**src/rtl/button_deb_pkg.sv**
```systemverilog
// ============================================================================
// Module  : button_deb_pkg
// Brief   : Shared state encodings and constants for the button debouncer.
// Revision: 1.0 - initial release
// ============================================================================
`default_nettype none

package button_deb_pkg;

    localparam int c_debounce_default = 16;
    localparam int c_state_w          = 2;

    typedef enum logic [c_state_w-1:0] {
        IDLE         = 2'd0,
        PRESS_WAIT   = 2'd1,
        PRESSED      = 2'd2,
        RELEASE_WAIT = 2'd3
    } state_t;

    // Counter must hold values up to and including the debounce length.
    function automatic int cnt_width(input int debounce_cycles);
        return $clog2(debounce_cycles + 1);
    endfunction

endpackage

`default_nettype wire

```
**src/rtl/button_deb_sync_2ff.sv**
```systemverilog
// ============================================================================
// Module  : sync_2ff
// Brief   : Two-flop single-bit synchronizer, async active-high reset to 0.
// Revision: 1.0 - initial release
// ============================================================================
`default_nettype none

module sync_2ff (
    input  wire logic clk,
    input  wire logic rst,
    input  wire logic i_d,
    output logic      o_q
);

    logic r_meta;
    logic r_sync;

    always_ff @(posedge clk or posedge rst) begin
        if (rst) begin
            r_meta <= 1'b0;
            r_sync <= 1'b0;
        end else begin
            r_meta <= i_d;
            r_sync <= r_meta;
        end
    end

    assign o_q = r_sync;

endmodule

`default_nettype wire

```
**src/rtl/button_deb.sv**
```systemverilog
// ============================================================================
// Module  : button_deb
// Brief   : Debounces a raw button and emits one registered pulse per press.
// Revision: 1.0 - initial release
// ============================================================================
`default_nettype none

module button_deb
    import button_deb_pkg::*;
#(
    parameter int DEBOUNCE_CYCLES = c_debounce_default
) (
    input  wire logic clk,
    input  wire logic rst,
    input  wire logic button_in,
    output logic      button_valid
);

    localparam int                 c_cnt_w    = cnt_width(DEBOUNCE_CYCLES);
    localparam logic [c_cnt_w-1:0] c_cnt_one  = c_cnt_w'(1);
    localparam logic [c_cnt_w-1:0] c_cnt_last = c_cnt_w'(DEBOUNCE_CYCLES - 1);
    localparam bit                 c_single   = (DEBOUNCE_CYCLES == 1);

    logic               w_sync_in;
    state_t             r_state;
    logic [c_cnt_w-1:0] r_cnt;
    logic               r_valid;

    sync_2ff u_sync (
        .clk (clk),
        .rst (rst),
        .i_d (button_in),
        .o_q (w_sync_in)
    );

    // r_cnt holds the number of consecutive samples already seen at the
    // candidate level, so acceptance happens when it equals length-1.
    always_ff @(posedge clk or posedge rst) begin
        if (rst) begin
            r_state <= IDLE;
            r_cnt   <= '0;
            r_valid <= 1'b0;
        end else begin
            r_valid <= 1'b0;
            case (r_state)
                IDLE: begin
                    if (w_sync_in) begin
                        if (c_single) begin
                            r_state <= PRESSED;
                            r_cnt   <= '0;
                            r_valid <= 1'b1;
                        end else begin
                            r_state <= PRESS_WAIT;
                            r_cnt   <= c_cnt_one;
                        end
                    end
                end

                PRESS_WAIT: begin
                    if (!w_sync_in) begin
                        r_state <= IDLE;
                        r_cnt   <= '0;
                    end else if (r_cnt == c_cnt_last) begin
                        r_state <= PRESSED;
                        r_cnt   <= '0;
                        r_valid <= 1'b1;
                    end else begin
                        r_cnt <= r_cnt + c_cnt_one;
                    end
                end

                PRESSED: begin
                    // With a one-sample debounce the first low sample is
                    // already a complete release.
                    if (!w_sync_in) begin
                        if (c_single) begin
                            r_state <= IDLE;
                            r_cnt   <= '0;
                        end else begin
                            r_state <= RELEASE_WAIT;
                            r_cnt   <= c_cnt_one;
                        end
                    end
                end

                RELEASE_WAIT: begin
                    if (w_sync_in) begin
                        r_state <= PRESSED;
                        r_cnt   <= '0;
                    end else if (r_cnt == c_cnt_last) begin
                        r_state <= IDLE;
                        r_cnt   <= '0;
                    end else begin
                        r_cnt <= r_cnt + c_cnt_one;
                    end
                end

                default: begin
                    r_state <= IDLE;
                    r_cnt   <= '0;
                end
            endcase
        end
    end

    assign button_valid = r_valid;

endmodule

`default_nettype wire

```
**config.mk**
```make
export PLATFORM = sky130hd
export DESIGN_NAME = button_deb
export DESIGN_NICKNAME = d
export VERILOG_FILES = /design/src/rtl/button_deb_pkg.sv /design/src/rtl/button_deb_sync_2ff.sv /design/src/rtl/button_deb.sv
export SDC_FILE = /design/constraint.sdc
export NUM_CORES = 1
export LEC_CHECK = 0
export CAP_MARGIN = 20
export CORE_AREA = 2 2 40 42
export DETAILED_ROUTE_END_ITERATION = 10
export DIE_AREA = 0 0 42 44
export PLACE_DENSITY_LB_ADDON = 0.12
export SLEW_MARGIN = 20
export SYNTH_ARGS = -nofsm -noshare
export SYNTH_HDL_FRONTEND = slang
export SYNTH_SLANG_ARGS = --single-unit
```
**constraint.sdc**
```tcl
create_clock -name clk -period 1.6 [get_ports clk]
set_clock_uncertainty 0.05 [all_clocks]
set_input_delay 0.4 -clock clk [delete_from_list [all_inputs] [get_ports clk]]
set_output_delay 0.4 -clock clk [all_outputs]
set_load 0.005 [all_outputs]
```
==> impl_metrics.csv <==
group,metric,value,unit
status,status,"finished clean",
placement,gp_congestion,0.740,
layout,syn_to_final_growth,17.6,%
layout,seqCellArea,250,sq um
synthesis,synth-seq-area-share,0.567,
sta,hold_viol,0,
drt,dr.first_iter.drc_count,0,
floorplanning,die-area,1850,sq um
floorplanning,start_util,0.311,
grt,overflow,0,
drt,firstDrtPassIters,1,
floorplanning,fp.dieH,44,um
setup_path,cp_cell_sequence,"clkdlybuf4s50_1",
synthesis,synth-seq-cells,10,
placement,placed_area,494,sq um
drt,vias,295,
setup_path,end_kind,"output pin",
layout,n_antenna_cell,0,
grt,grt_max_degree,11,
setup_path,crit_buf_inv,1,
layout,stdcell_count,58,
sta,min_period,1.53,ns
placement,io_buffer_count,3,
placement,dpl.hpwl,593,um
worst_hold_path,hold_path_class,"register to register",
pwr,p_leak,0.000222,uW
placement,dp.cells,55,
setup_path,startpoint_type,"register",
layout,multiInputGateArea,181,sq um
pwr,total_power,495,uW
clock_tree,clockBufferDepth,2,
drt,wl_met2,427,um
drt,wl_per_cell,14.1,um
setup_path,crit_slowest_cell,"clkdlybuf4s50_1",
drt,final_antenna_net_count,0,
clock_tree,cts_buffers,3,
setup_path,crit_type,"register to output pin",
pwr,p_clk_frac,0.348,
layout,layout_commonest_cell,"dfrtp_1",
layout,design_area,519,sq um
sta,max_slew.worst_pin.slew,0.371,ns
layout,most-common-layout-cells,"dfrtp_1 (10), nand3_1 (3), clkbuf_4 (3), clkdlybuf4s50_1 (3)",
run,maxCapViolations,0,
clock_tree,cts_max_level,1,
drt,top_layer,"met4",
drt,vias_per_cell,5.09,
synthesis,synth_area,442,sq um
layout,fillCellCount,131,
clock_tree,clock-sinks,10,
sta,setup_violations,0,
layout,layout.nets,48,
sta,drv_slew,0,
sta,relSlewSlack,0.752,
floorplanning,io_pins,4,
drt,totalWireLength,820,um
synthesis,syn_area_per_cell,12.3,sq um
pwr,seq_power_share,0.566,
placement,post-place-ws,0.0716,ns
setup_path,crit_family,"buffers and inverters",
grt,grt_usage,0.120,
setup_path,arrival,1.08,ns
drt,route.met3.wl,20,um
setup_path,cp_max_fo,1,
clock_tree,tritoncts,"yes",
sta,post-route-period-util,0.955,
synthesis,synth_fp_nets,40,
sta,grt_setup_unrepaired,"false",
pwr,ir_drop,0.415,mV
drt,drc,0,
grt,grt_pass1_vias,321,
pwr,switchingPower,122,uW
setup_path,worst-endpoint-required,1.15,ns
layout,drive_above_1_share,0.238,
synthesis,yosysWarnings,0,
sta,fmax,654,MHz
sta,fin_ws,0.0714,ns
floorplanning,core_region_area,1420,sq um
floorplanning,fp.dieW,42,um
clock_tree,root_buffer,"clkbuf_4",
setup_path,cp_slowest_stage_delay,0.50,ns
pwr,p_comb_frac,0.086,
floorplanning,num_rows,14,
pwr,p_int,374,uW
clock_tree,clkLatencyLatePin,0.27,ns
sta,setup-tns-final,0,ns
synthesis,syn_inst,36,
grt,grt_pass1_wl,1510,um
pwr,powerDensity,954,nW/um^2
synthesis,ys_types,22,
grt,antenna_found_initial,0,
pwr,p_sw_frac,0.245,
clock_tree,clk_pin_slew_worst_paths,0.05,ns
drt,drt-met1-wl,339,um
[power groups by stage]
stage | Clock [uW] | Combinational [uW] | Sequential [uW]
after global placement | 0 | 38.1 | 282
final | 172 | 42.8 | 280
after global routing | 190 | 49.8 | 282
after CTS | 175 | 41.8 | 279
after floorplan | 0 | 30.0 | 278
after detailed placement | 0 | 41.0 | 284
[per-stage QoR]
| stage | hold slack (ns) | utilization |
|---|---|---|
| 2_1_floorplan | 0.190 | - |
| 3_3_place_gp | 0.287 | 0.348 |
| 3_5_place_dp | 0.286 | 0.348 |
| 4_1_cts | 0.298 | 0.364 |
| 5_1_grt | 0.306 | 0.366 |
| 6_report | 0.297 | 0.366 |
[synth_stat cells, drive strengths merged]
library cell	number	area (sq um)
dfrtp	10	250
mux2	1	11.3
nand3	3	15.0
buf	1	5.00
ha	1	12.5
and3	1	7.51
o21a	1	7.51
inv	2	7.51
nand4b	1	8.76
nor2	2	7.51
o2bb2ai	1	8.76
and4b	1	10.0
o311ai	1	8.76
nor3b	1	7.51
nand2b	1	6.26
nand2	2	7.51
a21oi	1	5.00
nand4	1	6.26
o32ai	1	16.3
xor2	2	25.0
and2	1	7.51
[flip-flops by register name, summed over array words and instances (netlist names), named ones only]
name,count
u_sync.r_meta,1
button_valid,1
r_cnt,5
r_state,1
u_sync.o_q,1
[layer usage]
metal / vias up / GRT usage
met5: - / 0
met4: 0 / 0.116
met3: 3 / 0.0250
met2: 6 / 0.197
met1: 147 / 0.129
li1: 139 / -
[final timing paths]
kind	cells after the start	start	slack, ns	to
min in group asynchronous	2	rst	0.34	r_state[0]
max	1	button_valid	0.07	button_valid
max reg2reg	4	r_cnt[0]	0.11	register
min	0	u_sync.r_meta	0.30	u_sync.o_q
max in group asynchronous	2	rst	0.88	button_valid
min reg2reg	0	u_sync.r_meta	0.30	u_sync.o_q
[cell type report]
cell class              count  share of cell area
flip-flops and latches     10               0.482
multi-input cells          23               0.349
repair buffers              4              0.0723
clock buffers               3              0.0434
well taps                  16              0.0386
inverters                   2              0.0145
[cells by family after synthesis]
group	count (synthesis)	share of synthesized area
xor+xnor	2	0.0567
simple gates	14	0.190
flops	10	0.567
compound gates	5	0.105
buf+inv	3	0.0283
mux	1	0.0255
fa+ha+maj	1	0.0283
[what timing repair did]
item | in CTS | in global routing
hold buffers | 0 | 0
endpoints found under the setup margin | 0 | 1
gates resized for setup | 0 | 1
buffers inserted | 0 | 0
Power figures use the tool's default switching activity.
